--- config.mk ---
export PLATFORM = sky130hd
export DESIGN_NAME = cascade_event_arbiter_flat
export DESIGN_NICKNAME = d
export VERILOG_FILES = /design/src/rtl/cascade_event_arbiter_if.sv /design/src/rtl/cascade_event_arbiter.sv /design/src/flat_wrapper.sv
export SDC_FILE = /design/constraint.sdc
export NUM_CORES = 1
export LEC_CHECK = 0
export ABC_AREA = 1
export CAP_MARGIN = 30
export CORE_MARGIN = 2
export CORE_UTILIZATION = 55
export DETAILED_ROUTE_END_ITERATION = 10
export GPL_ROUTABILITY_DRIVEN = 1
export HOLD_SLACK_MARGIN = 0.1
export PLACE_DENSITY = 0.82
export SLEW_MARGIN = 0
export SYNTH_ARGS = -nofsm -noshare
export SYNTH_HDL_FRONTEND = slang
export SYNTH_SLANG_ARGS = --single-unit
--- constraint.sdc ---
create_clock -name clk -period 9.8 [get_ports clk]
set_clock_uncertainty 0.05 [all_clocks]
set_input_delay 1.47 -clock clk [delete_from_list [all_inputs] [get_ports clk]]
set_output_delay 1.47 -clock clk [all_outputs]
set_load 0.02 [all_outputs]
--- src/rtl/cascade_event_arbiter_if.sv ---
// cascade_event_arbiter_if: requester, event-stream and flush-control signals of the cascade event arbiter
interface cascade_event_arbiter_if #(
  parameter int NUM_SRC = 4,
  parameter int DEPTH = 8
);
  localparam int SRC_W = NUM_SRC > 1 ? $clog2(NUM_SRC) : 1;
  localparam int CW = $clog2(DEPTH) + 1;
  logic [NUM_SRC-1:0] req_valid;
  logic [NUM_SRC-1:0] req_ready;
  logic [3*NUM_SRC-1:0] req_code;
  logic evt_valid;
  logic evt_ready;
  logic [2:0] evt_code;
  logic [SRC_W-1:0] evt_src;
  logic flush_req;
  logic det_flush;
  logic [CW-1:0] fifo_count;
  logic [7:0] drop_cnt;
  modport master (
    output req_valid, req_code, evt_ready, flush_req,
    input req_ready, evt_valid, evt_code, evt_src, det_flush, fifo_count, drop_cnt
  );
  modport slave (
    input req_valid, req_code, evt_ready, flush_req,
    output req_ready, evt_valid, evt_code, evt_src, det_flush, fifo_count, drop_cnt
  );
endinterface

--- src/rtl/cascade_event_arbiter.sv ---
// cascade_event_arbiter: round-robin event merger with FIFO and drain/flush sequencer; FLASH_PRIORITY_EN gives code-3 requesters priority
module cascade_event_arbiter #(
  parameter int NUM_SRC = 4,
  parameter int DEPTH = 8,
  parameter int DRAIN_MAX = 64
) (
  input logic clk,
  input logic rst,
  cascade_event_arbiter_if.slave bus
);
  localparam int SRC_W = NUM_SRC > 1 ? $clog2(NUM_SRC) : 1;
  localparam int AW = $clog2(DEPTH);
  localparam int CW = AW + 1;
  localparam int DW = $clog2(DRAIN_MAX + 1);
  typedef enum logic [1:0] {RUN, DRAIN, FLUSH} state_t;
  state_t state;
  logic [SRC_W-1:0] rr_ptr, rr_idx, gnt_idx;
  logic gnt_any, gnt_pri;
  logic [2:0] gnt_code;
  logic [2:0] code_mem [DEPTH];
  logic [SRC_W-1:0] src_mem [DEPTH];
  logic [AW-1:0] wr_ptr, rd_ptr;
  logic [CW-1:0] count;
  logic [DW-1:0] drain_cnt;
  logic [7:0] drop_cnt;
  logic det_flush;
  logic acc, pop, push, drop, force_clr;
  always_comb begin
    gnt_any = 1'b0;
    gnt_pri = 1'b0;
    gnt_idx = '0;
    rr_idx = '0;
    for (int k = NUM_SRC - 1; k >= 0; k--) begin
      rr_idx = SRC_W'((int'(rr_ptr) + k) % NUM_SRC);
      if (bus.req_valid[rr_idx]) begin
        gnt_any = 1'b1;
        gnt_idx = rr_idx;
      end
    end
`ifdef FLASH_PRIORITY_EN
    for (int k = NUM_SRC - 1; k >= 0; k--)
      if (bus.req_valid[k] && bus.req_code[3*k +: 3] == 3'd3) begin
        gnt_any = 1'b1;
        gnt_pri = 1'b1;
        gnt_idx = SRC_W'(k);
      end
`endif
    gnt_code = bus.req_code[3*gnt_idx +: 3];
  end
  assign acc = gnt_any && state == RUN;
  assign pop = bus.evt_valid && bus.evt_ready;
  assign push = acc && gnt_code != 3'd0 && (count != CW'(DEPTH) || pop);
  assign drop = acc && gnt_code != 3'd0 && count == CW'(DEPTH) && !pop;
  assign force_clr = state == DRAIN && count != '0 && drain_cnt == DW'(DRAIN_MAX - 1);
  assign bus.req_ready = acc ? NUM_SRC'(1) << gnt_idx : '0;
  assign bus.evt_valid = count != '0;
  assign bus.evt_code = bus.evt_valid ? code_mem[rd_ptr] : '0;
  assign bus.evt_src = bus.evt_valid ? src_mem[rd_ptr] : '0;
  assign bus.fifo_count = count;
  assign bus.drop_cnt = drop_cnt;
  assign bus.det_flush = det_flush;
  always_ff @(posedge clk)
    if (push) begin
      code_mem[wr_ptr] <= gnt_code;
      src_mem[wr_ptr] <= gnt_idx;
    end
  always_ff @(posedge clk or posedge rst)
    if (rst) begin
      state <= RUN;
      rr_ptr <= '0;
      wr_ptr <= '0;
      rd_ptr <= '0;
      count <= '0;
      drain_cnt <= '0;
      drop_cnt <= '0;
      det_flush <= 1'b0;
    end else begin
      det_flush <= 1'b0;
      if (acc && !gnt_pri) rr_ptr <= gnt_idx == SRC_W'(NUM_SRC - 1) ? '0 : gnt_idx + 1'b1;
      if (drop && drop_cnt != 8'hff) drop_cnt <= drop_cnt + 8'd1;
      if (force_clr) begin
        wr_ptr <= '0;
        rd_ptr <= '0;
        count <= '0;
      end else begin
        if (push) wr_ptr <= wr_ptr + 1'b1;
        if (pop) rd_ptr <= rd_ptr + 1'b1;
        if (push && !pop) count <= count + 1'b1;
        else if (pop && !push) count <= count - 1'b1;
      end
      if (state == RUN && bus.flush_req) begin
        state <= DRAIN;
        drain_cnt <= '0;
      end else if (state == DRAIN) begin
        drain_cnt <= drain_cnt + 1'b1;
        if (count == '0 || force_clr) begin
          state <= FLUSH;
          det_flush <= 1'b1;
        end
      end else if (state == FLUSH) state <= RUN;
    end
endmodule

--- src/flat_wrapper.sv ---
// flat-port wrapper written by rule: the top's interface ports become plain ports
module cascade_event_arbiter_flat 
#(
  parameter int NUM_SRC = 4,
  parameter int DEPTH = 8,
  parameter int DRAIN_MAX = 64
)
  (clk, rst, bus_req_valid, bus_req_code, bus_evt_ready, bus_flush_req, bus_req_ready, bus_evt_valid, bus_evt_code, bus_evt_src, bus_det_flush, bus_fifo_count, bus_drop_cnt);
  cascade_event_arbiter_if #(.NUM_SRC(NUM_SRC), .DEPTH(DEPTH)) bus_i ();
  input logic clk;
  input logic rst;
  input wire logic [$bits(bus_i.req_valid)-1:0] bus_req_valid;
  input wire logic [$bits(bus_i.req_code)-1:0] bus_req_code;
  input wire logic [$bits(bus_i.evt_ready)-1:0] bus_evt_ready;
  input wire logic [$bits(bus_i.flush_req)-1:0] bus_flush_req;
  output wire logic [$bits(bus_i.req_ready)-1:0] bus_req_ready;
  output wire logic [$bits(bus_i.evt_valid)-1:0] bus_evt_valid;
  output wire logic [$bits(bus_i.evt_code)-1:0] bus_evt_code;
  output wire logic [$bits(bus_i.evt_src)-1:0] bus_evt_src;
  output wire logic [$bits(bus_i.det_flush)-1:0] bus_det_flush;
  output wire logic [$bits(bus_i.fifo_count)-1:0] bus_fifo_count;
  output wire logic [$bits(bus_i.drop_cnt)-1:0] bus_drop_cnt;
  assign bus_i.req_valid = bus_req_valid;
  assign bus_i.req_code = bus_req_code;
  assign bus_i.evt_ready = bus_evt_ready;
  assign bus_i.flush_req = bus_flush_req;
  assign bus_req_ready = bus_i.req_ready;
  assign bus_evt_valid = bus_i.evt_valid;
  assign bus_evt_code = bus_i.evt_code;
  assign bus_evt_src = bus_i.evt_src;
  assign bus_det_flush = bus_i.det_flush;
  assign bus_fifo_count = bus_i.fifo_count;
  assign bus_drop_cnt = bus_i.drop_cnt;
  cascade_event_arbiter #(.NUM_SRC(NUM_SRC), .DEPTH(DEPTH), .DRAIN_MAX(DRAIN_MAX)) u_core (.clk(clk), .rst(rst), .bus(bus_i));
endmodule
After elaboration in Yosys (flattened, before gate mapping)
Memory sizes are Yosys's and may differ from the RTL's. Index checks and enable logic that the tools add are counted. W data, S select, Z words.

Register bits: 30. Bits in writable memories: 40. Logic and storage cells: 99. Memories: 2.

Memory list: u_core.code_mem (words 8, width 3, rd ports 1, clocked after memory_dff 0, wr ports 1, RTL line cascade_event_arbiter.sv:20) `logic [2:0] code_mem [DEPTH];`; u_core.src_mem (words 8, width 2, rd ports 1, clocked after memory_dff 0, wr ports 1, RTL line cascade_event_arbiter.sv:21) `logic [SRC_W-1:0] src_mem [DEPTH];`.

Add/sub/neg operators: 10. $mul: 1. Magnitude comparators: 4. Equal/unequal tests: 8. Shift-type cells: 2. Mux-type cells: 38. Reductions and logical operators: 26.

Operators with widths (number): $mux W2 (10); $mux W4 (4); $mux W3 (5); $mux W7 (2); $mux W1 (13); $logic_and A1 B1 Y1 (12); $lt A2 B3 Y1 const B (4); $shiftx A12 B5 Y3 (1); $reduce_bool A3 Y1 (3); $add A8 B1 Y8 const B (1); $bmux W1 S2 (4); $ne A8 B8 Y1 const B (1); $add A7 B1 Y7 const B (1); $eq A7 B6 Y1 const B (1); $add A3 B1 Y3 const B (2); $reduce_bool A2 Y1 (3); $add A2 B1 Y2 const B (2); $add A2 B2 Y2 const B (2); $add A4 B1 Y4 const B (1); $eq A2 B2 Y1 const B (2); $eq A4 B4 Y1 const B (1); $logic_not A4 Y1 (1); $mul A2 B2 Y4 const A (1); $ne A4 B4 Y1 const B (1); 9 further kinds (11).

Depth between registers and ports, before layout
Gate-level depths: netlist of the first run.

Word-level depth: 17. Mapped depth: 23. Mapped depth without buffers: 23.

Worst setup path before layout of the first run
OpenSTA, ideal clock, no wires.

Kind: input to output. Start point: in bus_req_valid[3]. End point: out bus_req_ready[3]. Arrival time: 2.816 ns. Required time: 8.280 ns. Setup slack: 5.464 ns. Stages on the path: 9. Path buffers: 0. Cell sequence: clkinv_1 o21ai_1 nand2_1 nor2_1 nor2_2 o21ai_2 ha_1 inv_1 nor2_1.

Longest elaborated chain between the ends: 8. Elaborated cells on any way between the ends: 19. Classes of those cells: shift: 1; mux: 17; reduce/logical: 1.

Ends and longest elaborated chain: from (decl) (RTL line flat_wrapper.sv:12) `input wire logic [$bits(bus_i.req_valid)-1:0] bus_req_valid;`; $bmux W1 S2 (RTL line cascade_event_arbiter.sv:35) `if (bus.req_valid[rr_idx]) begin`; $mux W1 (implied by the code) (RTL line cascade_event_arbiter.sv:35); $mux W2 (3 in a row) (RTL line cascade_event_arbiter.sv:35); $mux W2 * (RTL line cascade_event_arbiter.sv:35); named net u_core.gnt_idx[1] (RTL line cascade_event_arbiter.sv:17) `logic [SRC_W-1:0] rr_ptr, rr_idx, gnt_idx;`; $shl A1 B2 Y4 * (RTL line cascade_event_arbiter.sv:55) `assign bus.req_ready = acc ? NUM_SRC'(1) << gnt_idx : '0;`; $mux W4 * (RTL line cascade_event_arbiter.sv:55); to (decl) (RTL line flat_wrapper.sv:16) `output wire logic [$bits(bus_i.req_ready)-1:0] bus_req_ready;`.

The timed path passes the listed nets; every way through them passes the cells marked *. The select of a mux whose other input is x is not followed.

Final worst setup path of the first run
Ends and elaborated chain as after synthesis.

==> results of run 1 <==
synthesized netlist by cell type, types with 3 or more instances:
cell | count | area (sq um)
o21ai_1 | 3 | 15.0
dfrtp_1 | 30 | 751
xor2_1 | 3 | 26.3
edfxtp_1 | 40 | 1200
nand2_1 | 63 | 236
nand3_1 | 33 | 165
a31oi_1 | 6 | 37.5
nand2_2 | 16 | 100
xnor2_1 | 4 | 35.0
nor2_1 | 64 | 240
nor3_1 | 3 | 15.0
inv_2 | 7 | 26.3
clkbuf_1 | 6 | 22.5
nand3_4 | 3 | 52.6
o22ai_1 | 6 | 37.5
ha_1 | 11 | 138
a21oi_1 | 10 | 50.1
inv_1 | 41 | 154
o21ai_0 | 34 | 170
nand2_4 | 4 | 45.0
flip-flops by register name, summed over array words and instances (netlist names):
register	cells
u_core.drain_cnt	7
u_core.rd_ptr	3
u_core.code_mem	24
u_core.rr_ptr	2
u_core.state	2
u_core.bus.fifo_count	4
u_core.bus.drop_cnt	8
u_core.src_mem	16
u_core.bus.det_flush	1
u_core.wr_ptr	3
cell usage in the layout, fill, tap and decap left out, drive strengths merged, types with 3 or more instances in the layout:
master,instances
nand2,84
nand3,38
xor2,3
edfxtp,40
a31oi,6
clkbuf,9
nor2,68
o21ai,39
xnor2,4
clkdlybuf4s50,42
ha,11
clkinv,4
nor3,4
a21oi,10
inv,51
o22ai,6
dfrtp,30
area by class of cell:
cell class                 count  area [sq um]  share of cell area (%)
clock buffer                   9           124                    2.81
clock inverter                 7          82.6                    1.87
multi-input combinational    279          1540                    34.8
timing repair buffer          43           428                    9.69
tap                           77          96.3                    2.18
inverter                      51           196                    4.45
sequential                    70          1950                    44.2
through the flow:
step	std cells	hold WS [ns]	setup slack [ns]	cell area [sq um]
after floorplan	407	0.431	5.46	3720
after detailed placement	520	0.469	4.33	4210
after global placement	520	0.461	4.42	4210
after CTS	536	0.485	4.32	4420
final	536	0.485	4.32	4420
after global routing	536	0.517	4.18	4420
metal layers:
metal | vias up | routed length (microns) | track usage [%]
li1 | 1444 | - | -
met3 | 14 | 381 | 3.43
met4 | 0 | 125 | 9.23
met5 | - | 0 | 0
met2 | 91 | 3920 | 38.1
met1 | 1380 | 3260 | 28.1
final timing paths:
kind                       slack (ns)                          startpoint                                    to
min reg2reg                      0.48  u_core.bus.drop_cnt[1]$_DFFE_PP0P_    u_core.bus.drop_cnt[1]$_DFFE_PP0P_
min                              0.48  u_core.bus.drop_cnt[1]$_DFFE_PP0P_    u_core.bus.drop_cnt[1]$_DFFE_PP0P_
min in group asynchronous        1.44                                 rst        u_core.bus.det_flush$_DFF_PP0_
max reg2reg                      6.10        u_core.rr_ptr[0]$_DFFE_PP0P_  u_core.bus.fifo_count[3]$_DFFE_PP0P_
max in group asynchronous        7.98                                 rst  u_core.bus.fifo_count[0]$_DFFE_PP0P_
max                              4.32                    bus_req_valid[3]                      bus_req_ready[3]
kinds of logic after synthesis:
group | count (synthesis) | synth area share (%)
and+or+nand+nor | 197 | 26.2
DFF | 70 | 52.5
AOI/OAI and AO/OA | 63 | 9.25
buffers and inverters | 58 | 6.19
adders and majority gates | 12 | 4.24
xor gates and xnor gates | 7 | 1.65
worst reg2reg max path, delay by kind of cell, from the launching register on:
family	cells	cell delay, ns
buf+inv	3	0.37
flops	1	0.59
fa+ha+maj	2	0.48
simple gates	9	1.08
compound gates	6	1.07
power breakdown:
part           leakage, nW  internal (W)  total, W  switching, W
sequential           0.744      0.000446  0.000515     0.0000690
clock               0.0980      0.000121  0.000238      0.000117
combinational         1.05      0.000268  0.000769      0.000501
==> run summary, run 1 <==
GP Congestion: 0.842
Post-CTS sizing: 0
Final Hold Fails: 0
Worst Hold Class: flip-flop to flip-flop
Crit path cell chain: clkdlybuf4s50_1 > clkinv_1 > o21ai_1 > nand2_1 > nor2_1 > nor2_2 > o21ai_2 > ha_1 > inv_1 > nor2_1 > clkdlybuf4s50_1
Die ar.: 7430 sq um
ANT nets after route: 0
Share of layout cells above drive strength 1: 12.9%
WL final: 7690 microns
Boundary pin count: 43
Area grow syn2layout: 18.7%
Initial Util: 57.6%
Async SR Flop Fraction: 42.9%
Fill cells: 480
Hold_buf cts: 0
Reg2reg path depth: 20
Die Y: 86.2 microns
Synthesized instance count: 407
YS warnings: 0
Die width: 86.2 microns
Top FF cell, synth: edfxtp_1
Req. time, crit path: 8.28 ns
Routed vias: 2,929
Crit path kind: primary input to output pin
Netlist cell types: 36
Rows: 29
Router iterations before antenna repair: 5
RSZ-0062 raised after global routing: no
Crit-path slowest cell: clkdlybuf4s50_1
Finish-stage setup viols: 0
Max IR drop VDD: 0.253 mV
Status: complete, no violations
Worst-Margin Slew: 0.730 ns
CP Capture Type: output pin
Core Area: 6460 sq um
DR iter-0 viols: 262
Post-Syn Nets: 439
Via density: 5.46
Critical path startpoint category: primary input
Yosys reg bits: 70
Crit share post-route: 55.9%
Clk buf depth: 2
Buffers added on ports: 42
Antenna cells: 0
Worst path depth: 11
Design Power: 0.00152 W
Cell Area, Synth: 3720 sq um
HPWL Detailed: 5390 microns
Max cap viols: 0
Antenna violations before repair: 0
Maximum fanout along the worst path: 13
Fmax achieved: 183 MHz
WP buf/inv: 4
TNS Setup: 0 ns
WL/cell: 14.3 microns
Worst skew pair latency: 0.35 ns
CTS sink cnt: 70
Clock root buffer: clkbuf_8
Final Max Slew Viols: 0
First-pass GRT wire length: 12,600 microns
Post-layout util: 68.4%
Crit path time final: 5.48 ns
P per Cell Area: 345 nW/um^2
Vias in the first global route: 2,771
Critical Path AT: 3.96 ns
# H-tree levels: 3
# nets final: 486
Sequential-to-total area share from yosys stat: 52.5%
GRT Util Overall: 22.1%
Worst-path clk slew: 0.08 ns
Post-synth EDFFs: 40
Largest net degree at the start of global routing: 31
Total gr overflow: 0
TritonCTS clock tree: built
Leakage: 1.89 nW
Relative slew slack: 50.9%
DRC violations left: 0
Number of CTS-inserted buffers: 9
Post-CTS setup buffer count: 0
CP peak stage delay: 0.61 ns
Hold depth: 2
Syn avg cell area: 9.14 sq um
CP delay by family, top: buffers and inverters
Note: power is estimated with default switching activity, not from simulation.
==> run 2, diff against run 1 <==
--- a/config.mk
+++ b/config.mk
@@ -8,11 +8,11 @@
 export ABC_AREA = 1
 export CAP_MARGIN = 30
 export CORE_MARGIN = 2
-export CORE_UTILIZATION = 55
+export CORE_UTILIZATION = 51
 export DETAILED_ROUTE_END_ITERATION = 10
 export GPL_ROUTABILITY_DRIVEN = 1
 export HOLD_SLACK_MARGIN = 0.1
-export PLACE_DENSITY = 0.82
+export PLACE_DENSITY = 0.8
 export SLEW_MARGIN = 0
 export SYNTH_ARGS = -nofsm -noshare
 export SYNTH_HDL_FRONTEND = slang
==> constraint.sdc (replaced) <==
create_clock -name clk -period 4.9 [get_ports clk]
set_clock_uncertainty 0.05 [all_clocks]
set_input_delay 0.735 -clock clk [delete_from_list [all_inputs] [get_ports clk]]
set_output_delay 0.735 -clock clk [all_outputs]
set_load 0.02 [all_outputs]
==> run summary, run 2 (synthesized netlist as in run 1, its figures left out) <==
Die ar.: 7990 sq um (+7.5%)
TritonCTS clock tree: built
GRT Util Overall: 21.2% (-0.97 points)
# nets final: 487 (+0.21%)
Clock root buffer: clkbuf_8
Vias in the first global route: 2,686 (-3.1%)
Finish-stage setup viols: 0 (unchanged)
Rows: 31 (+6.9%)
FF-to-FF End: u_core.bus.fifo_count[3]$_DFFE_PP0P_
Worst hold path endpoint: u_core.rd_ptr[2]$_DFFE_PP0P_
Router iterations before antenna repair: 5 (unchanged)
Via density: 5.28 (-3.3%)
Largest net degree at the start of global routing: 24 (-23%)
Crit share post-route: 81.4%
Crit-path slowest cell: clkdlybuf4s50_1
# H-tree levels: 3 (unchanged)
Clk buf depth: 2 (unchanged)
Sequential power share: 33.2% (-0.6 points)
Most flops, register: u_core.code_mem
Req. time, crit path: 4.12 ns (-4.16 ns)
Crit path cell chain: clkdlybuf4s50_1 > clkinv_1 > o21ai_1 > nand2_1 > nor2_1 > nor2_2 > o21ai_2 > ha_1 > inv_1 > nor2_1 > clkdlybuf4s50_1
Crit path time final: 3.99 ns
Max IR drop VDD: 0.383 mV (+51%)
DR iter-0 viols: 304 (+16%)
Buffers added on ports: 42 (unchanged)
Reg2Reg Setup Slack: 1.27 ns (-4.83 ns)
Largest regs: u_core.code_mem (24), u_core.src_mem (16), u_core.bus.drop_cnt (8)
P_sw: 0.00136 W (+98%)
CP Capture Type: output pin
ANT nets after route: 0 (unchanged)
Antenna cells: 0 (unchanged)
Core Area: 7140 sq um (+10%)
Antenna violations before repair: 0 (unchanged)
Share of layout cells above drive strength 1: 13.0% (+0.19 points)
GP Congestion: 0.874 (+3.8%)
Pint: 0.00168 W (+100%)
First-pass GRT wire length: 12,600 microns (+0.33%)
DRC violations left: 0 (unchanged)
Hold depth: 2 (unchanged)
FF-to-FF Start: u_core.rr_ptr[0]$_DFFE_PP0P_
WL/cell: 13.7 microns (-4.4%)
CTS sink cnt: 70 (unchanged)
Worst-Margin Slew: 0.846 ns (+0.115 ns)
Number of CTS-inserted buffers: 9 (unchanged)
Reg2reg path depth: 23 (+15%)
Hold_buf cts: 0 (unchanged)
Worst skew pair latency: 0.35 ns (about the same)
Most frequent cells in the layout: nor2_1 (64), nand2_1 (63), clkdlybuf4s50_1 (42)
Routed vias: 2,954 (+0.85%)
TNS Setup: 0 ns (unchanged)
Boundary pin count: 43 (unchanged)
Leakage: 1.91 nW (+0.79%)
Max reg flops: 24 (unchanged)
HPWL Detailed: 5370 microns (-0.41%)
Critical Path AT: 3.20 ns (-0.76 ns)
Sw Share: 44.9% (-0.27 points)
Max cap viols: 0 (unchanged)
WL final: 7670 microns (-0.25%)
P per Cell Area: 680 nW/um^2 (+97%)
Post-CTS sizing: 0 (unchanged)
Total gr overflow: 0 (unchanged)
Fmax achieved: 251 MHz
Die Y: 89.4 microns (+3.7%)
Worst Hold Class: flip-flop to flip-flop
Maximum fanout along the worst path: 13 (unchanged)
Crit path kind: primary input to output pin
Critical path startpoint category: primary input
Hold Startpoint: u_core.rd_ptr[2]$_DFFE_PP0P_
Area grow syn2layout: 20.2%
Worst-path clk slew: 0.07 ns (about the same)
Final Hold Fails: 0 (unchanged)
Relative slew slack: 43.1% (-7.8 points)
RSZ-0062 raised after global routing: no
Most common cell after layout, fill and taps aside: nor2_1
Initial Util: 52.1% (-5.5 points)
CP peak stage delay: 0.62 ns (about the same)
Die width: 89.4 microns (+3.7%)
Status: complete, no violations
Logic pwr share: 51.3% (+0.8 points)
Post-layout util: 62.6% (-5.7 points)
Clock network power share: 15.5% (about the same)
Final Max Slew Viols: 0 (unchanged)
Post-CTS setup buffer count: 0 (unchanged)
[run 2: metal layers]
| layer | global-route usage (%) | wire length [microns] |
|---|---|---|
| met1 | 28.6 | 3380 |
| met2 | 32.9 | 3680 |
| met3 | 4.89 | 458 |
| met4 | 8.96 | 155 |
| met5 | 0 | 0 |
[run 2: power by group through the flow]
stage | clock, W | combinational, W | sequential (W)
floorplan | 0 | 0.00112 | 0.00101
global placement | 0 | 0.00150 | 0.00101
detailed placement | 0 | 0.00155 | 0.00102
CTS | 0.000478 | 0.00156 | 0.00101
global route | 0.000501 | 0.00176 | 0.00103
finish | 0.000471 | 0.00156 | 0.00101
[run 2: worst max-delay path: cells and delay by family]
kind / cells / cell delay (ns)
adder cells (fa/ha/maj): 1 / 0.23
AND/OR/NAND/NOR: 4 / 0.42
buffers and inverters: 4 / 1.22
AO/OA/AOI/OAI: 2 / 0.59
[run 2: worst max-delay path by stage]
stage	start	slack, ns	endpoint
after CTS	bus_req_valid[3]	0.92	bus_req_ready[2]
final	bus_req_valid[3]	0.91	bus_req_ready[2]
after floorplan	bus_req_valid[3]	1.55	u_core.bus.fifo_count[3]$_DFFE_PP0P_
after global placement	bus_req_valid[3]	0.88	u_core.bus.fifo_count[3]$_DFFE_PP0P_
after global routing	bus_req_valid[3]	0.58	u_core.bus.fifo_count[3]$_DFFE_PP0P_
after detailed placement	bus_req_valid[3]	0.64	u_core.bus.fifo_count[3]$_DFFE_PP0P_
[run 2: area by class of cell]
type	count	area, sq um
fill	594	2670
sequential	70	1950
multi-input combinational	279	1540
timing repair buffer	44	455
inverter	51	196
clock buffer	9	124
tap	99	124
clock inverter	7	81.3
[run 2: stage by stage]
stage                     cell area (sq um)  setup slack (ns)  hold slack [ns]  cells  total power (W)
after CTS                              4470             0.921            0.480    559          0.00304
after global routing                   4470             0.580            0.518    559          0.00329
after floorplan                        3720              1.55            0.431    407          0.00213
after global placement                 4240             0.875            0.463    542          0.00251
final                                  4470             0.912            0.484    559          0.00304
after detailed placement               4260             0.637            0.465    543          0.00257
==> variant 1: new RTL, settings of run 2 <==
`NUM_SRC` is set to 4 in 3 places; all go to 2.
--- a/src/rtl/cascade_event_arbiter_if.sv
+++ b/src/rtl/cascade_event_arbiter_if.sv
@@ -1,6 +1,6 @@
 // cascade_event_arbiter_if: requester, event-stream and flush-control signals of the cascade event arbiter
 interface cascade_event_arbiter_if #(
-  parameter int NUM_SRC = 4,
+  parameter int NUM_SRC = 2,
   parameter int DEPTH = 8
 );
   localparam int SRC_W = NUM_SRC > 1 ? $clog2(NUM_SRC) : 1;
--- a/src/rtl/cascade_event_arbiter.sv
+++ b/src/rtl/cascade_event_arbiter.sv
@@ -1,6 +1,6 @@
 // cascade_event_arbiter: round-robin event merger with FIFO and drain/flush sequencer; FLASH_PRIORITY_EN gives code-3 requesters priority
 module cascade_event_arbiter #(
-  parameter int NUM_SRC = 4,
+  parameter int NUM_SRC = 2,
   parameter int DEPTH = 8,
   parameter int DRAIN_MAX = 64
 ) (
--- a/src/flat_wrapper.sv
+++ b/src/flat_wrapper.sv
@@ -1,7 +1,7 @@
 // flat-port wrapper written by rule: the top's interface ports become plain ports
 module cascade_event_arbiter_flat 
 #(
-  parameter int NUM_SRC = 4,
+  parameter int NUM_SRC = 2,
   parameter int DEPTH = 8,
   parameter int DRAIN_MAX = 64
 )
Interface: changed (resized bus_evt_src, bus_req_code, bus_req_ready and bus_req_valid); port bits go from 43 to 32. The function was not compared with the original's and may differ.
==> variant 1 against run 2 <==
  * Area after synthesis down 18%
  * Setup slack better by 0.74 ns
  * Sequential cell count down 9
  * Critical path depth down 5
  * Total power down 30%
  * Routed wire length down 25%
  * Critical endpoint is now bus_evt_code[1]
  * Non-clock buffer count down 12
  * Final area down 18%
==> variant 1: results (changes against run 2) <==
STA
------------------------------------------------------------------------------------
Actual slew at the worst max-slew pin                                       0.580 ns   was 0.846 ns

POWER AND IR DROP
------------------------------------------------------------------------------------
Switching share of power                                                       38.3%   was 44.9%
Cell Pwr Density                                                         575 nW/um^2   was 680 nW/um^2
Lkg Pwr                                                                      1.65 nW   was 1.91 nW
NetSw                                                                       0.812 mW   was 1.36 mW
Comb power                                                                  0.836 mW   was 1.56 mW

OUTCOME
------------------------------------------------------------------------------------
Run status                                                              complete, no violations   unchanged

LAYOUT
------------------------------------------------------------------------------------
Plain + repair buffers                                                            32   was 44
Proportion of layout cells with a drive suffix above 1                         10.9%   was 13.0%
Area added between synthesis and finish                                        20.9%   was 20.2%
Fill cell total of the finished layout                                           461   was 594
Nets                                                                             382   was 487
Largest registers ranked by flip-flop count                             u_core.code_mem x24, u_core.bus.drop_cnt x8, u_core.src_mem x8   was u_core.code_mem x24, u_core.src_mem x16, u_core.bus.drop_cnt x8
NonClk Buf Share                                                               9.18%   was 10.2%

ROUTING
------------------------------------------------------------------------------------
1st-pass router iterations                                                         4   was 5
Average routed wire per standard cell                                        12.9 um   was 13.7 um

CLOCK NETWORK
------------------------------------------------------------------------------------
Clock latency at the later pin of the worst-skew pair                        0.33 ns   was 0.35 ns

WORST HOLD PATH
------------------------------------------------------------------------------------
End point of the worst hold path                                        u_core.bus.drop_cnt[1]$_DFFE_PP0P_   was u_core.rd_ptr[2]$_DFFE_PP0P_

SYNTH
------------------------------------------------------------------------------------
Asr flop ratio synth                                                           47.5%   was 42.9%
Part of the Yosys area used for sequential elements                            55.4%   was 52.5%
Syn nets                                                                         343   was 439
Count of flip-flops with a built-in enable after synthesis                        32   was 40
Top cells by instance count after synthesis                             sky130_fd_sc_hd__nand2_1 (65), sky130_fd_sc_hd__nor2_1 (52), sky130_fd_sc_hd__edfxtp_1 (32), sky130_fd_sc_hd__inv_1 (32)   was sky130_fd_sc_hd__nor2_1 (64), sky130_fd_sc_hd__nand2_1 (63), sky130_fd_sc_hd__inv_1 (41)

GLOBAL ROUTING
------------------------------------------------------------------------------------
Vias in the first global route                                                  2165   was 2686
Maximum number of pins on one net before global-route repair                      25   was 24
Total routing usage reported by global routing                                 19.3%   was 21.2%

WORST SETUP PATH
------------------------------------------------------------------------------------
Launching element of the worst setup path                               u_core.rd_ptr[0]$_DFFE_PP0P_   was bus_req_valid[3]
Worst setup path end                                                    bus_evt_code[1]   was bus_req_ready[2]

PLACED DESIGN
------------------------------------------------------------------------------------
Buffers on Ports                                                                  31   was 42
Weighted congestion at the end of routability-driven global placement          0.780   was 0.874
Cell area after placement                                                  3460 um^2   was 4260 um^2
Cell Count Post-Placement                                                        426   was 543

## variant 1: cell types whose count changed after synthesis, sizes merged, moves of 4 or more
cell | run 2 | this run
nand3 | 38 | 19
nand2 | 84 | 71
nor2 | 68 | 56
edfxtp | 40 | 32
inv | 49 | 41
o21ai | 39 | 32
clkbuf | 6 | 0
a31oi | 6 | 1
o22ai | 6 | 1
a21oi | 10 | 6
ha | 11 | 7
o32ai | 0 | 4
## variant 1: logic make-up after synthesis
kind of cell / Yosys count / share of synthesized area [%]
simple gates: 154 / 24.1
flops: 61 / 55.4
compound gates: 47 / 8.59
buf+inv: 45 / 6.04
xor+xnor: 8 / 2.30
fa+ha+maj: 8 / 3.53
## variant 1: per-layer routing
| layer | vias up | GRT usage, % |
|---|---|---|
| li1 | 1143 | - |
| met1 | 1050 | 24.4 |
| met2 | 61 | 30.7 |
| met3 | 16 | 5.56 |
| met4 | 0 | 8.64 |
| met5 | - | 0 |
==> variant 2: new RTL, config.mk and constraints of run 2 <==
Without the edit above. Compare `count` against `CW'(DEPTH)` with >= in place of ==.
--- a/src/rtl/cascade_event_arbiter.sv
+++ b/src/rtl/cascade_event_arbiter.sv
@@ -50,7 +50,7 @@
   assign acc = gnt_any && state == RUN;
   assign pop = bus.evt_valid && bus.evt_ready;
   assign push = acc && gnt_code != 3'd0 && (count != CW'(DEPTH) || pop);
-  assign drop = acc && gnt_code != 3'd0 && count == CW'(DEPTH) && !pop;
+  assign drop = acc && gnt_code != 3'd0 && count >= CW'(DEPTH) && !pop;
   assign force_clr = state == DRAIN && count != '0 && drain_cnt == DW'(DRAIN_MAX - 1);
   assign bus.req_ready = acc ? NUM_SRC'(1) << gnt_idx : '0;
   assign bus.evt_valid = count != '0;
Function: no difference found for any inputs over 4 cycles, from zero or initial values and one cycle with rst high; that may be too few to reach the edited logic, so the function may still have changed.
==> variant 2 against run 2 <==
  * Count of clock-buffer cells in the layout unchanged
  * Non-clock buffer count down 1
  * Total power decreased by 2.9%
  * Sequential cell count is the same
  * Largest power group unchanged
  * Area after synthesis decreased by 0.84%
  * Largest cell class unchanged
  * Routed wire length shrank 5.6%
  * Final area decreased by 1.8%
  * Setup slack worse by 0.0031 ns
==> variant 2: results (changes against run 2) <==
SYNTH
-------------------------------------------------------------------------------------
Top cells by instance count after synthesis                              sky130_fd_sc_hd__nand2_1 (78), sky130_fd_sc_hd__nor2_1 (54), sky130_fd_sc_hd__inv_1 (50)   was sky130_fd_sc_hd__nor2_1 (64), sky130_fd_sc_hd__nand2_1 (63), sky130_fd_sc_hd__inv_1 (41)
Largest cells by area after synthesis                                    sky130_fd_sc_hd__edfxtp_1 (33%), sky130_fd_sc_hd__dfrtp_1 (20%), sky130_fd_sc_hd__nand2_1 (7.9%)   was sky130_fd_sc_hd__edfxtp_1 (32%), sky130_fd_sc_hd__dfrtp_1 (20%), sky130_fd_sc_hd__nor2_1 (6.5%)
Part of the Yosys area used for sequential elements                             52.9%   was 52.5%

ROUTING
-------------------------------------------------------------------------------------
Count of routing violations after the opening detailed-route iteration            191   was 304
Detail-routed via count per cell                                                 5.23   was 5.28
Total wire length                                                             7240 um   was 7670 um

WORST SETUP PATH
-------------------------------------------------------------------------------------
Register-to-register setup slack                                              1.25 ns   was 1.27 ns
CP max FO                                                                          10   was 13
Launching element of the worst setup path                                bus_req_valid[0]   was bus_req_valid[3]
Data arrival at the endpoint of the critical path                             3.21 ns   was 3.20 ns
Worst setup path end                                                     bus_req_ready[3]   was bus_req_ready[2]

STA
-------------------------------------------------------------------------------------
Post-route worst hold slack                                                  0.482 ns   was 0.484 ns
Crit share post-route                                                           81.4%   about the same
Relative slew margins                                                           39.1%   was 43.1%

POWER AND IR DROP
-------------------------------------------------------------------------------------
Proportion of power drawn by the clock network                                  13.6%   was 15.5%
Lkg Pwr                                                                       1.93 nW   was 1.91 nW

PLACED DESIGN
-------------------------------------------------------------------------------------
DP HPWL                                                                       5390 um   was 5370 um
Weighted congestion at the end of routability-driven global placement           0.863   was 0.874
Cell area after placement                                                   4220 um^2   was 4260 um^2

GLOBAL ROUTING
-------------------------------------------------------------------------------------
Maximum number of pins on one net before global-route repair                       23   was 24
Vias in the first global route                                                   2863   was 2686
Wire length of the first global-routing pass                                 12400 um   was 12600 um
Total routing usage reported by global routing                                  20.4%   was 21.2%

LAYOUT
-------------------------------------------------------------------------------------
Proportion of layout cells with a drive suffix above 1                          9.66%   was 13.0%

WORST HOLD PATH
-------------------------------------------------------------------------------------
HP Start                                                                 u_core.drain_cnt[6]$_DFFE_PP0P_   was u_core.rd_ptr[2]$_DFFE_PP0P_

OUTCOME
-------------------------------------------------------------------------------------
Run status                                                               complete, no violations   unchanged

variant 2: cell types whose count changed after synthesis, sizes merged, moves of 2 or more:
cell | before | now
clkinv | 2 | 0
nand2 | 84 | 91
nand3 | 38 | 41
nor2 | 68 | 58
nor3 | 4 | 7
inv | 49 | 55
and2 | 0 | 2
a21oi | 10 | 7
variant 2: cell families (layout without fill, tap and decap cells):
| group | after synthesis | after routing | synth area share (%) |
|---|---|---|---|
| flops | 70 | 70 | 52.9 |
| fa+ha+maj | 12 | 12 | 4.28 |
| buf+inv | 62 | 114 | 6.45 |
| compound gates | 63 | 63 | 9.87 |
| simple gates | 200 | 200 | 24.8 |
| xor+xnor | 7 | 7 | 1.66 |
variant 2: metal layers:
layer	share of wire [%]	vias up	GRT usage, %
li1	-	1464	-
met1	44	1395	24.7
met2	50	71	36.4
met3	4.6	11	2.59
met4	1.7	0	9.36
met5	0	-	0
variant 2: layout make-up:
| class | count | area (um^2) |
|---|---|---|
| fill | 559 | 2520 |
| sequential | 70 | 1950 |
| multi-input combinational | 282 | 1500 |
| timing repair buffer | 43 | 435 |
| inverter | 55 | 211 |
| clock buffer | 9 | 124 |
| tap | 96 | 120 |
| clock inverter | 7 | 50.0 |
variant 2: per-stage QoR:
step	std cells	util, %
final	562	63.6
after floorplan	414	-
after CTS	562	63.6
after global placement	545	60.8
after detailed placement	546	61.1
after global routing	562	63.6
variant 2: worst max-delay path: cells and delay by family:
| family | cells | cell delay [ns] |
|---|---|---|
| fa+ha+maj | 1 | 0.21 |
| simple gates | 9 | 0.80 |
| buf+inv | 5 | 1.44 |
